--- src/rtl/lift_pkg.sv ---
// Shared lift definitions: scheduler state encoding and the default floor
// geometry used by both the call scheduler and the lift motion block.
package lift_pkg;

  localparam int NUM_FLOORS  = 7;
  localparam int FLOOR_W     = 3;
  localparam int DOOR_CYCLES = 4;

  typedef logic [1:0] lift_state_t;

  localparam lift_state_t ST_IDLE     = 2'd0;
  localparam lift_state_t ST_DISPATCH = 2'd1;
  localparam lift_state_t ST_MOVING   = 2'd2;
  localparam lift_state_t ST_DOOR     = 2'd3;

endpackage

--- src/rtl/lift_target_pick.sv ---
// Combinational SCAN target selection: nearest pending floor in the current
// sweep direction, reversing the sweep only when nothing lies ahead.
module lift_target_pick
  import lift_pkg::*;
#(
  parameter int NUM_FLOORS = lift_pkg::NUM_FLOORS,
  parameter int FLOOR_W    = lift_pkg::FLOOR_W
) (
  input  logic [NUM_FLOORS-1:0] pending,
  input  logic [FLOOR_W-1:0]    car_floor,
  input  logic                  dir_up,
  output logic                  hit_here,
  output logic [FLOOR_W-1:0]    target,
  output logic                  new_dir_up,
  output logic                  found
);

  logic [NUM_FLOORS-1:0] above_hit_s;
  logic [NUM_FLOORS-1:0] below_hit_s;
  logic [NUM_FLOORS-1:0] here_hit_s;
  logic [FLOOR_W-1:0]    above_s;
  logic [FLOOR_W-1:0]    below_s;
  logic                  above_ok_s;
  logic                  below_ok_s;

  // Split pending floors into above / below / at the car.
  always_comb begin
    for (int k = 0; k < NUM_FLOORS; k++) begin
      above_hit_s[k] = pending[k] && (FLOOR_W'(k + 1) > car_floor);
      below_hit_s[k] = pending[k] && (FLOOR_W'(k + 1) < car_floor);
      here_hit_s[k]  = pending[k] && (FLOOR_W'(k + 1) == car_floor);
    end
  end

  // Priority encoders: lowest floor above wins, highest floor below wins.
  always_comb begin
    above_s = '0;
    below_s = '0;
    for (int k = NUM_FLOORS - 1; k >= 0; k--) begin
      above_s = above_hit_s[k] ? FLOOR_W'(k + 1) : above_s;
    end
    for (int k = 0; k < NUM_FLOORS; k++) begin
      below_s = below_hit_s[k] ? FLOOR_W'(k + 1) : below_s;
    end
    above_ok_s = |above_hit_s;
    below_ok_s = |below_hit_s;
  end

  // Direction-preserving choice; a reversal only happens when the way ahead is empty.
  always_comb begin
    hit_here = |here_hit_s;
    found    = above_ok_s | below_ok_s;
    if (dir_up && above_ok_s) begin
      target     = above_s;
      new_dir_up = 1'b1;
    end else if (!dir_up && below_ok_s) begin
      target     = below_s;
      new_dir_up = 1'b0;
    end else if (above_ok_s) begin
      target     = above_s;
      new_dir_up = 1'b1;
    end else if (below_ok_s) begin
      target     = below_s;
      new_dir_up = 1'b0;
    end else begin
      target     = '0;
      new_dir_up = dir_up;
    end
  end

endmodule

--- src/rtl/lift_call_scheduler.sv ---
// Lift call scheduler: latches floor calls, dispatches SCAN targets over a
// valid/ready handshake and times the door-open interval after each stop.
module lift_call_scheduler
  import lift_pkg::*;
#(
  parameter int NUM_FLOORS  = lift_pkg::NUM_FLOORS,
  parameter int FLOOR_W     = lift_pkg::FLOOR_W,
  parameter int DOOR_CYCLES = lift_pkg::DOOR_CYCLES
) (
  input  logic                  clk,
  input  logic                  rst_n,
  input  logic [NUM_FLOORS-1:0] hall_call_i,
  input  logic [NUM_FLOORS-1:0] car_call_i,
  input  logic [FLOOR_W-1:0]    car_floor_i,
  input  logic                  arrived_i,
  input  logic                  target_ready_i,
  output logic [FLOOR_W-1:0]    target_o,
  output logic                  target_valid_o,
  output logic                  door_open_o,
  output logic                  dir_up_o,
  output logic [NUM_FLOORS-1:0] pending_o,
  output logic                  busy_o,
  output logic                  err_o
);

  localparam int CNT_W = (DOOR_CYCLES > 1) ? $clog2(DOOR_CYCLES) : 1;
  localparam logic [CNT_W-1:0] CNT_LOAD = CNT_W'(DOOR_CYCLES - 1);

  lift_state_t           state_r,   state_nxt_s;
  logic [NUM_FLOORS-1:0] pending_r, pending_nxt_s;
  logic [FLOOR_W-1:0]    target_r,  target_nxt_s;
  logic                  valid_r,   valid_nxt_s;
  logic                  door_r,    door_nxt_s;
  logic                  dir_r,     dir_nxt_s;
  logic                  busy_r,    busy_nxt_s;
  logic                  err_r,     err_nxt_s;
  logic [CNT_W-1:0]      cnt_r,     cnt_nxt_s;

  logic [NUM_FLOORS-1:0] here_mask_s;
  logic [NUM_FLOORS-1:0] tgt_mask_s;
  logic [NUM_FLOORS-1:0] clr_s;
  logic                  floor_bad_s;
  logic                  hit_here_s;
  logic                  found_s;
  logic [FLOOR_W-1:0]    pick_target_s;
  logic                  pick_dir_s;

  lift_target_pick #(
    .NUM_FLOORS (NUM_FLOORS),
    .FLOOR_W    (FLOOR_W)
  ) u_pick (
    .pending    (pending_r),
    .car_floor  (car_floor_i),
    .dir_up     (dir_r),
    .hit_here   (hit_here_s),
    .target     (pick_target_s),
    .new_dir_up (pick_dir_s),
    .found      (found_s)
  );

  // One-hot decode of the car floor and the dispatched target; out-of-range floors decode to zero.
  always_comb begin
    for (int k = 0; k < NUM_FLOORS; k++) begin
      here_mask_s[k] = (car_floor_i == FLOOR_W'(k + 1));
      tgt_mask_s[k]  = (target_r == FLOOR_W'(k + 1));
    end
    floor_bad_s = (car_floor_i != target_r) || (car_floor_i == '0) ||
                  (car_floor_i > FLOOR_W'(NUM_FLOORS));
  end

  // Scheduler FSM next-state; served floors are cleared after new calls are merged so clear wins.
  always_comb begin
    state_nxt_s  = state_r;
    target_nxt_s = target_r;
    valid_nxt_s  = valid_r;
    door_nxt_s   = door_r;
    dir_nxt_s    = dir_r;
    err_nxt_s    = err_r;
    cnt_nxt_s    = cnt_r;
    clr_s        = '0;
    case (state_r)
      ST_IDLE: begin
        if (pending_r == '0) begin
          state_nxt_s = ST_IDLE;
        end else if (hit_here_s) begin
          clr_s       = here_mask_s;
          state_nxt_s = ST_DOOR;
          door_nxt_s  = 1'b1;
          cnt_nxt_s   = CNT_LOAD;
        end else if (found_s) begin
          target_nxt_s = pick_target_s;
          dir_nxt_s    = pick_dir_s;
          valid_nxt_s  = 1'b1;
          state_nxt_s  = ST_DISPATCH;
        end else begin
          state_nxt_s = ST_IDLE;
        end
      end
      ST_DISPATCH: begin
        if (target_ready_i) begin
          valid_nxt_s = 1'b0;
          state_nxt_s = ST_MOVING;
        end else begin
          valid_nxt_s = 1'b1;
        end
      end
      ST_MOVING: begin
        if (arrived_i) begin
          clr_s       = tgt_mask_s;
          err_nxt_s   = err_r | floor_bad_s;
          state_nxt_s = ST_DOOR;
          door_nxt_s  = 1'b1;
          cnt_nxt_s   = CNT_LOAD;
        end else begin
          state_nxt_s = ST_MOVING;
        end
      end
      ST_DOOR: begin
        // Calls at the open door are absorbed rather than latched.
        clr_s = here_mask_s;
        if (cnt_r == '0) begin
          state_nxt_s = ST_IDLE;
          door_nxt_s  = 1'b0;
        end else begin
          cnt_nxt_s = cnt_r - CNT_W'(1);
        end
      end
      default: begin
        state_nxt_s = ST_IDLE;
        valid_nxt_s = 1'b0;
        door_nxt_s  = 1'b0;
      end
    endcase
    pending_nxt_s = (pending_r | hall_call_i | car_call_i) & ~clr_s;
    busy_nxt_s    = (state_nxt_s != ST_IDLE);
  end

  // State and output registers.
  always_ff @(posedge clk or negedge rst_n) begin
    if (!rst_n) begin
      state_r   <= ST_IDLE;
      pending_r <= '0;
      target_r  <= '0;
      valid_r   <= 1'b0;
      door_r    <= 1'b0;
      dir_r     <= 1'b1;
      busy_r    <= 1'b0;
      err_r     <= 1'b0;
      cnt_r     <= '0;
    end else begin
      state_r   <= state_nxt_s;
      pending_r <= pending_nxt_s;
      target_r  <= target_nxt_s;
      valid_r   <= valid_nxt_s;
      door_r    <= door_nxt_s;
      dir_r     <= dir_nxt_s;
      busy_r    <= busy_nxt_s;
      err_r     <= err_nxt_s;
      cnt_r     <= cnt_nxt_s;
    end
  end

  assign target_o       = target_r;
  assign target_valid_o = valid_r;
  assign door_open_o    = door_r;
  assign dir_up_o       = dir_r;
  assign pending_o      = pending_r;
  assign busy_o         = busy_r;
  assign err_o          = err_r;

endmodule

--- config.mk ---
export PLATFORM = sky130hd
export DESIGN_NAME = lift_call_scheduler
export DESIGN_NICKNAME = d
export VERILOG_FILES = /design/src/rtl/lift_pkg.sv /design/src/rtl/lift_target_pick.sv /design/src/rtl/lift_call_scheduler.sv
export SDC_FILE = /design/constraint.sdc
export NUM_CORES = 1
export LEC_CHECK = 0
export ABC_CLOCK_PERIOD_IN_PS = 2200
export CAP_MARGIN = 5
export CORE_MARGIN = 2
export CORE_UTILIZATION = 48
export DETAILED_ROUTE_END_ITERATION = 8
export PLACE_DENSITY_LB_ADDON = 0.3
export SKIP_LAST_GASP = 1
export SLEW_MARGIN = 20
export SYNTH_ARGS = -nofsm -noshare
export SYNTH_HDL_FRONTEND = slang
export SYNTH_SLANG_ARGS = --single-unit
export TNS_END_PERCENT = 30
--- constraint.sdc ---
create_clock -name clk -period 2.2 [get_ports clk]
set_clock_uncertainty 0.05 [all_clocks]
set_input_delay 0.55 -clock clk [delete_from_list [all_inputs] [get_ports clk]]
set_output_delay 0.55 -clock clk [all_outputs]
set_load 0.01 [all_outputs]
==> results by group <==
Worst setup path
  – Crit. End Element: output pin
  – WP buf/inv: 1
  – FF-to-FF setup slack: 0.13 ns
  – Largest fanout on the critical path: 10
  – Crit-path leading delay family: buffers and inverters
  – R2R Path End: pending_o[6]$_DFF_PN0_
  – Data required, critical path: approximately 1.6 ns
  – Crit path depth: 1
  – Worst r2r path cells: 7
  – Worst path slowest cell: clkdlybuf4s50_1
  – CP max stage delay: around 0.6 ns
  – Worst path arrival time: around 1.5 ns
  – Crit Path Category: reg -> out
  – Worst path cell trace: clkdlybuf4s50_1
  – CP Launch Type: flip-flop
  – Critical R2R Launch: pending_o[5]$_DFF_PN0_

GRT
  – GR Layer Usage met3: 0.0469
  – Total GRT Usage: 0.276
  – GRT Max-Usage Layer: met2
  – First-pass GRT wire length: between 7000 and 8000 um
  – M1 GR Usage: 0.370
  – GR Util met2: 0.437
  – Initial antenna violation count: 0
  – Gr ovfl total: 0
  – Vias in the first global route: 1517
  – Pin count of the biggest net entering global routing: 20

Cells and area
  – Final core area utilization: 0.722
  – Commonest non-fill, non-tap cell in the layout: clkdlybuf4s50_1
  – Most frequent cells in the layout: 32 x clkdlybuf4s50_1, 24 x buf_4, 21 x a21oi_1
  – Share of cells above drive strength 1: 0.203
  – Synth-to-Final Area Change: 43.3%
  – N_diodes: 0
  – Fin area: 0.00199 sq mm
  – Final nets: 250

Placement
  – GPL Wtd Cong: ~0.94
  – PortBufs: 35
  – Placed cell areas: 0.00190 sq mm
  – Final HPWL DP: 3340 um

Timing
  – Crit path time final: roughly 2.1 ns
  – Max-slew headroom: 0.716
  – RSZ-0062 raised after global routing: false
  – Fmax: between 400 and 500 MHz
  – Final hold slack: 0.425 ns
  – Endpoints failing hold: 0
  – Endpoints failing setup: 0
  – Worst-margin pin slew: roughly 0.42 ns
  – Max Slew Vio Count: 0
  – Period utilization: 0.960

Synthesis
  – Share of the synthesized area in the top cell type: 0.324
  – Biggest area consumer among synthesized cells: dfrtp_1
  – Area contributors post-synth: dfrtp_1 32%, a21oi_1 7.6%, o21ai_0 4.7%
  – YS warnings: 0
  – Number of synthesized flops with an enable pin: 0
  – Post-synth top flop: dfrtp_1
  – Mean post-synth cell area: 7.94 sq um
  – Area of the mapped netlist: about 0.0014 sq mm
  – Cell variety after synth: a little under 50
  – #FFs+latches synth: 19
  – Asr flop ratio synth: 1.00
  – Post-Syn Instances: approximately 180
  – Mapped Nets: about 200
  – Sequential fraction of the synthesis area: 0.343

Worst hold path
  – Hold Path Class: reg -> reg
  – Hold_sp: cnt_r[0]$_DFFE_PN0P_
  – Hold Path Depth: 1
  – WHS Endpoint: cnt_r[0]$_DFFE_PN0P_

Route
  – Routed WL: 4340 um
  – Final ANT Viol Nets: 0
  – Wire per inst: approximately 17 um
  – DR vias: between 1.5k and 2k
  – Avg Vias per Cell: 6.12
  – Drt first pass iters: 4
  – Iter 0 DRT Violations: 103
  – DRC viols: 0

Run
  – MaxCap Viol Count: 0

Die
  – I/O pins: 36
  – Rows: 19
  – Die Area: between 0.003 and 0.004 sq mm
  – Die Wd: 57.8 um
  – Initial Util: 0.504
  – Die Ht: approximately 58 um
  – Core area: 0.00276 sq mm

Clock tree
  – Clk Latency, worst-skew pair: approximately 0.31 ns
  – H-tree depth: 1
  – CTS tree: done
  – Root Driver: clkbuf_4
  – Hold_buf cts: 0
  – Clk sink count: 19
  – Worst-path clk slew: 0.12 ns
  – Num CTS Buffers: 3
  – Clock tree buffer depth: 2

Power
  – Total power: roughly 1.9 mW
  – PD cells: 937 mW/mm^2
  – Max IR drop VDD: between 0.7 and 0.8 mV
  – Leakage power: ~0.8 nW

Run status
  – Run status: completed
final cells by class:
| type | instances | area (sq um) |
|---|---|---|
| tap | 31 | 38.8 |
| inverter | 7 | 26.3 |
| fill | 238 | 766 |
| sequential | 19 | 477 |
| timing repair buffer | 60 | 538 |
| clock buffer | 3 | 22.5 |
| clock inverter | 1 | 5.00 |
| multi-input combinational | 137 | 885 |
metal layers:
metal / vias to the layer above / share of wire / routed length (um)
li1: 747 / - / -
met1: 754 / 0.43 / 1880
met2: 62 / 0.47 / 2060
met3: 17 / 0.056 / 244
met4: 0 / 0.035 / 154
met5: - / 0 / 0
stage by stage:
step                std cells  setup TNS [ns]  setup slack [ns]
floorplan                 175               0             0.219
global route              258               0           0.00769
CTS                       258       -0.000238         -0.000228
finish                    258               0            0.0871
detailed placement        254           -5.22            -0.410
global placement          254           -4.03            -0.370
cell families (layout without fill, tap and decap cells):
logic type | after synthesis | in the layout | synth area share
simple gates | 68 | 68 | 0.241
mux | 2 | 2 | 0.0180
buf+inv | 19 | 71 | 0.0702
xor+xnor | 2 | 2 | 0.0126
compound gates | 64 | 64 | 0.306
flops | 19 | 19 | 0.343
fa+ha+maj | 1 | 1 | 0.00900
state kept, by name (all words and copies together), names as in the netlist:
| signal | count |
|---|---|
| state_r | 2 |
| target_o | 3 |
| pending_o | 7 |
| busy_o | 1 |
| dir_up_o | 1 |
| door_open_o | 1 |
| cnt_r | 2 |
| err_o | 1 |
| target_valid_o | 1 |
Yosys cell counts (2+ instances only):
cell	instances
nor2b_1	9
nand2b_1	5
nor3_1	9
buf_2	6
nand2_1	12
a21oi_1	21
nor2_1	17
o31ai_1	2
buf_4	3
o21ai_0	13
a221oi_1	4
a31oi_1	2
inv_1	7
o22ai_1	3
a22oi_1	2
nand3_1	9
xor2_1	2
dfrtp_1	18
power by group:
group          switching [mW]  internal [mW]  total [mW]  leakage, nW
registers               0.206          0.478       0.684        0.193
clock network           0.120         0.0680       0.188       0.0177
logic                   0.474          0.520       0.994        0.598
repair_timing:
| action | CTS | global route |
|---|---|---|
| resized for setup | 5 | 15 |
| setup buffers | 0 | 0 |
| pin swaps | 0 | 1 |
| endpoints found under the setup margin | 10 | 14 |
how the worst max path moves through the flow:
stage	start	end	slack, ns
floorplan	car_floor_i[0]	target_o[0]$_DFFE_PN0P_	0.22
global placement	car_floor_i[1]	target_valid_o$_DFFE_PN0P_	-0.37
detailed placement	car_floor_i[2]	pending_o[6]$_DFF_PN0_	-0.41
CTS	car_floor_i[0]	busy_o$_DFF_PN0_	-0.0002
global route	pending_o[3]$_DFF_PN0_	pending_o[6]$_DFF_PN0_	0.008
finish	pending_o[5]$_DFF_PN0_	pending_o[5]	0.09
Note: power is estimated with default switching activity, not from simulation.
